$ cat src/rtl/dmem_ctrl.sv
// Memory-stage data access controller: lane steering, load extension and a
// request/acknowledge bus handshake that holds the pipeline while a transfer is in flight.
module dmem_ctrl #(
    parameter int TIMEOUT = 16,
    parameter int CNT_W   = 5
) (
    input  logic        clk,
    input  logic        reset,
    input  logic        MemReadM,
    input  logic        MemWriteM,
    input  logic [2:0]  Funct3M,
    input  logic [31:0] ALUResultM,
    input  logic [31:0] WriteDataM,
    output logic [31:0] ReadDataM,
    output logic        StallM,
    output logic        MisalignM,
    output logic        BusErrM,
    output logic        bus_req,
    output logic        bus_we,
    output logic [31:0] bus_addr,
    output logic [31:0] bus_wdata,
    output logic [3:0]  bus_be,
    input  logic        bus_ack,
    input  logic [31:0] bus_rdata
);

    typedef enum logic [1:0] {
        IDLE = 2'd0,
        BUSY = 2'd1,
        DONE = 2'd2
    } state_t;

    state_t             state_r;
    state_t             state_next_s;
    logic [CNT_W-1:0]   cnt_r;
    logic               err_r;
    logic               we_r;
    logic [1:0]         off_r;
    logic [2:0]         f3_r;
    logic [31:0]        rdata_r;
    logic               bus_req_r;
    logic               bus_we_r;
    logic [31:0]        bus_addr_r;
    logic [31:0]        bus_wdata_r;
    logic [3:0]         bus_be_r;

    logic               acc_s;
    logic               misalign_s;
    logic               start_s;
    logic               capture_s;
    logic               timeout_s;
    logic [3:0]         be_s;
    logic [31:0]        wdata_s;

    function automatic logic [3:0] lane_be(input logic [2:0] f3, input logic [1:0] off);
        logic [3:0] be_v;
        case (f3[1:0])
            2'b00:   be_v = 4'b0001 << off;
            2'b01:   be_v = 4'b0011 << off;
            default: be_v = 4'b1111;
        endcase
        return be_v;
    endfunction

    function automatic logic [31:0] lane_wdata(input logic [2:0] f3, input logic [31:0] wd);
        logic [31:0] wd_v;
        case (f3[1:0])
            2'b00:   wd_v = {4{wd[7:0]}};
            2'b01:   wd_v = {2{wd[15:0]}};
            default: wd_v = wd;
        endcase
        return wd_v;
    endfunction

    function automatic logic is_misaligned(input logic [2:0] f3, input logic [1:0] off);
        logic mis_v;
        case (f3[1:0])
            2'b00:   mis_v = 1'b0;
            2'b01:   mis_v = off[0];
            default: mis_v = (off != 2'b00);
        endcase
        return mis_v;
    endfunction

    // The byte offset moves the addressed lane down to bit 0 before extension.
    function automatic logic [31:0] fmt_load(input logic [31:0] word, input logic [1:0] off,
                                             input logic [2:0] f3);
        logic [31:0] sh_v;
        logic [31:0] res_v;
        sh_v = word >> {off, 3'b000};
        case (f3)
            3'b000:  res_v = {{24{sh_v[7]}}, sh_v[7:0]};
            3'b001:  res_v = {{16{sh_v[15]}}, sh_v[15:0]};
            3'b100:  res_v = {24'h00_0000, sh_v[7:0]};
            3'b101:  res_v = {16'h0000, sh_v[15:0]};
            default: res_v = sh_v;
        endcase
        return res_v;
    endfunction

    assign acc_s      = (MemReadM | MemWriteM) & reset;
    assign misalign_s = is_misaligned(Funct3M, ALUResultM[1:0]);
    assign be_s       = lane_be(Funct3M, ALUResultM[1:0]);
    assign wdata_s    = lane_wdata(Funct3M, WriteDataM);

    assign bus_req    = bus_req_r;
    assign bus_we     = bus_we_r;
    assign bus_addr   = bus_addr_r;
    assign bus_wdata  = bus_wdata_r;
    assign bus_be     = bus_be_r;

    // Next-state decode and the pipeline-facing status outputs.
    always_comb begin
        state_next_s = state_r;
        StallM       = 1'b0;
        MisalignM    = 1'b0;
        BusErrM      = 1'b0;
        ReadDataM    = 32'h0000_0000;
        start_s      = 1'b0;
        capture_s    = 1'b0;
        timeout_s    = 1'b0;
        case (state_r)
            IDLE: begin
                if (acc_s) begin
                    if (misalign_s) begin
                        MisalignM = 1'b1;
                    end else begin
                        StallM       = 1'b1;
                        start_s      = 1'b1;
                        state_next_s = BUSY;
                    end
                end else begin
                    state_next_s = IDLE;
                end
            end
            BUSY: begin
                StallM = 1'b1;
                if (bus_ack) begin
                    capture_s    = 1'b1;
                    state_next_s = DONE;
                end else if (cnt_r == CNT_W'(TIMEOUT - 1)) begin
                    timeout_s    = 1'b1;
                    state_next_s = DONE;
                end else begin
                    state_next_s = BUSY;
                end
            end
            DONE: begin
                BusErrM      = err_r;
                state_next_s = IDLE;
                if (we_r) begin
                    ReadDataM = 32'h0000_0000;
                end else begin
                    ReadDataM = fmt_load(rdata_r, off_r, f3_r);
                end
            end
            default: begin
                state_next_s = IDLE;
            end
        endcase
    end

    // State, request registers, timeout counter and captured read word.
    always_ff @(posedge clk or negedge reset) begin
        if (!reset) begin
            state_r     <= IDLE;
            cnt_r       <= '0;
            err_r       <= 1'b0;
            we_r        <= 1'b0;
            off_r       <= 2'b00;
            f3_r        <= 3'b000;
            rdata_r     <= 32'h0000_0000;
            bus_req_r   <= 1'b0;
            bus_we_r    <= 1'b0;
            bus_addr_r  <= 32'h0000_0000;
            bus_wdata_r <= 32'h0000_0000;
            bus_be_r    <= 4'b0000;
        end else begin
            state_r <= state_next_s;
            case (state_r)
                IDLE: begin
                    if (start_s) begin
                        bus_req_r   <= 1'b1;
                        bus_we_r    <= MemWriteM;
                        bus_addr_r  <= {ALUResultM[31:2], 2'b00};
                        bus_wdata_r <= wdata_s;
                        bus_be_r    <= be_s;
                        we_r        <= MemWriteM;
                        off_r       <= ALUResultM[1:0];
                        f3_r        <= Funct3M;
                        rdata_r     <= 32'h0000_0000;
                        err_r       <= 1'b0;
                        cnt_r       <= '0;
                    end
                end
                BUSY: begin
                    cnt_r <= cnt_r + CNT_W'(1);
                    if (capture_s || timeout_s) begin
                        rdata_r     <= capture_s ? bus_rdata : 32'h0000_0000;
                        err_r       <= timeout_s;
                        bus_req_r   <= 1'b0;
                        bus_we_r    <= 1'b0;
                        bus_addr_r  <= 32'h0000_0000;
                        bus_wdata_r <= 32'h0000_0000;
                        bus_be_r    <= 4'b0000;
                    end
                end
                DONE: begin
                    cnt_r <= '0;
                    err_r <= 1'b0;
                end
                default: begin
                    cnt_r <= '0;
                end
            endcase
        end
    end

endmodule

$ cat config.mk
export PLATFORM = sky130hd
export DESIGN_NAME = dmem_ctrl
export DESIGN_NICKNAME = d
export VERILOG_FILES = /design/src/rtl/dmem_ctrl.sv
export SDC_FILE = /design/constraint.sdc
export NUM_CORES = 1
export LEC_CHECK = 0
export ABC_CLOCK_PERIOD_IN_PS = 1910
export BUFFER_PORTS_ARGS = -buffer_cell sky130_fd_sc_hd__buf_2
export CAP_MARGIN = 40
export CORE_ASPECT_RATIO = 1.4
export CORE_UTILIZATION = 30
export CTS_CLUSTER_DIAMETER = 150
export DETAILED_ROUTE_END_ITERATION = 8
export PLACE_DENSITY_LB_ADDON = 0.05
export RECOVER_POWER = 25
export REMOVE_ABC_BUFFERS = 1
export SLEW_MARGIN = 20
export SYNTH_ARGS = -nofsm -noshare
export SYNTH_HDL_FRONTEND = slang
export SYNTH_SLANG_ARGS = --single-unit
$ cat constraint.sdc
create_clock -name clk -period 1.91 [get_ports clk]
set_clock_uncertainty 0.05 [all_clocks]
set_input_delay 0.2865 -clock clk [delete_from_list [all_inputs] [get_ports clk]]
set_output_delay 0.2865 -clock clk [all_outputs]
set_load 0.05 [all_outputs]
==> impl_metrics.ini <==
[synth]
synth_edf_count = 0
synth.top_cells.by_count = dfrtp_1 (114), nand2_1 (114), nand3_1 (66)
yosysWarnings = 0
ys_seq_area_frac = 0.514
syn_avg_cell_area_um2 = 9.53
async_flop_share = 1.00
synth_area_leaders = dfrtp_1 (51%), nand2_1 (7.7%), mux2i_1 (7.6%)
postSynthCellCount = 583
ys_types = 43
ys_seq_elements = 114
syn_area_um2 = 5550
synth_ff_type = dfrtp_1
synth_top_area_frac = 0.514
yosysTopAreaCell = dfrtp_1

[power]
powerDensity_nw_per_um2 = 1280
vdd_ir_drop_max_mv = 0.556
power_leakage_nw = 4.55

[setup_path]
crit_arrival_ns = 2.13
path_buf_inv = 2
required_ns = 1.57
rr_worst_depth = 10
cpPeakStageDelay_ns = 0.42
cp_top_family = simple AND/OR/NAND/NOR gates
critPathKind = reg2out
cp_num_cells = 5
rr_startpoint = cnt_r[0]
end_kind = output port
crit_path_cell_trace = or3b_4 > or3b_1 > buf_6 > o21ai_4 > buf_6
cp-start-kind = register
cp_slowest_cell = or3b_4
cp_common_cell = buf_6
cp_max_fo = 8
cp-startpoint = we_r

[cells_and_area]
final.fill_count = 1676
fin_area_um2 = 9180
diodes = 0
drive_gt1_frac = 0.451
nets = 971
area_growth_pct = 65.2

[run_status]
violations = negative setup slack
status = finished, violations left

[drt]
drt_iter0_drc = 294
wire_per_inst_um = 17.2
via_count = 5407
routed_wl_mm = 19.2
viasPerCell = 4.84
ant_nets = 0
drtPass1Iterations = 6
drc = 0

[global_routing]
antenna_found_initial = 1
grt_pass1_vias = 5578
grt.total_usage = 0.204
gr-total-overflow = 0
grt_max_degree = 54
grt_pass1_wl_mm = 29.4

[sta]
fin_crit_sh = 1.29
slew_headroom = 0.546
rsz0062_at_grt = true
hold_slack_ns = 0.0182
finalSetupViolations = 60
setup_slack_ns = -0.552
worstMarginPinSlew_ns = 0.681
period_needed_ns = 2.46
hold_viol_final = 0
fmax_ghz = 0.406
slew_viol_final = 0

[placed_design]
portBuffers = 206
gp_congestion = 0.810
pre_cts_ws_ns = -0.226
dpl_cell_area_um2 = 7200
dpl.hpwl_mm = 12.2

[clock_tree]
cts-root-buf = clkbuf_16
clock_path_buffers = 2
cts.sinks = 114
clock_latency_ns = 0.41
htreeDepth = 4
cts_tree = built
numCtsBuffers = 17
clkTransAtPathRegs_ns = 0.06

[die]
row_count = 58
die_area_um2 = 19100
core-area_um2 = 18100
fp.dieH_um = 163
start_util = 0.307
die_w_um = 117
io_pins = 209

[worst_hold_path]
hold_path_startpoint = ALUResultM[9]
hold_class = in2reg
holdPathStages = 3

[flow_run]
drv_cap = 0
## repair_timing
item / CTS / global route
pin swaps: 37 / 28
hold buffers: 23 / 0
cloned: 5 / 4
endpoints found under the hold margin: 42 / 0
gates resized for setup: 133 / 68
endpoints found under the setup margin: 127 / 116
setup buffers: 16 / 9
## routing by layer
layer,part of all wire,vias to the layer above,track usage,routed length (µm)
met5,0,-,0,0
met4,0.015,0,0.0598,297
met3,0.067,19,0.0636,1290
met2,0.52,183,0.364,9950
met1,0.40,2605,0.229,7650
li1,-,2600,-,-
## sequential cells by signal, indices dropped and copies added, names as in the netlist, 2 cells and up
name	count
bus_addr	30
rdata_r	32
cnt_r	5
state_r	2
f3_r	3
bus_wdata	32
bus_be	4
off_r	2
## through the flow
step	total power [mW]	std cells	TNS, ns	utilization
after floorplan	6.08	535	-137.08	-
after detailed placement	7.47	1034	-7.82	0.399
after global routing	12.3	1118	-20.48	0.508
after CTS	11.6	1107	-14.92	0.488
after global placement	7.44	1033	-5.90	0.397
final	11.8	1118	-14.82	0.508
## cell usage in the layout (no fill, tap or decap), drive strengths merged, types with 2 or more instances in the layout
cell type	Yosys	final
buf	28	281
a21oi	14	14
nor2b	10	10
clkbuf	21	25
mux2i	42	42
clkinvlp	0	3
dfrtp	114	114
o21ai	46	46
xnor2	2	2
nand2	114	114
nor2	32	32
nor3	3	3
a22o	33	33
or3b	2	2
dlygate4sd3	0	23
o211ai	3	3
bufinv	0	5
nand3b	4	4
ha	2	2
and2	2	2
nand2b	4	4
clkinv	0	4
inv	6	7
a211oi	22	22
nand3	66	66
conb	1	2
o32ai	2	2
## report_power, final
group	total [mW]	internal [mW]	switching, mW	leakage [nW]
Combinational	4.75	1.70	3.05	2.76
Clock	3.53	2.35	1.18	0.314
Sequential	3.48	3.03	0.447	1.48
Total	11.8	7.08	4.68	4.55
## final timing paths
path                            endpoint  slack, ns
min in group asynchronous    rdata_r[15]       0.58
max                        ReadDataM[19]      -0.55
min                          bus_addr[9]       0.02
min reg2reg                      bus_req       0.42
max reg2reg                  rdata_r[24]      -0.08
max in group asynchronous  bus_wdata[20]       0.30
## final cells by class
cell class / instances / area, µm² / share of cell area
sequential: 114 / 2850 / 0.311
timing repair buffer: 311 / 2490 / 0.271
multi-input combinational: 415 / 2860 / 0.311
inverter: 6 / 28.8 / 0.00314
clock inverter: 13 / 206 / 0.0225
clock buffer: 19 / 443 / 0.0483
tap: 240 / 300 / 0.0327
## tightest hold or removal path, stage by stage
cell	delay, ns
buf_2	0.08
nand2_1	0.04
nand2_1	0.05
## cell families (layout without fill, tap and decap cells)
family | after synthesis | after routing | synth area share
multiplexers | 43 | 43 | 0.0797
adder cells (fa/ha/maj) | 2 | 2 | 0.00450
other | 1 | 2 | 0.000675
XOR/XNOR | 2 | 2 | 0.00315
buffers and inverters | 55 | 349 | 0.0480
AND/OR/NAND/NOR | 240 | 240 | 0.195
AO/OA/AOI/OAI | 126 | 126 | 0.155
flip-flops | 114 | 114 | 0.514
No activity file was read; power rests on OpenSTA's default activity.
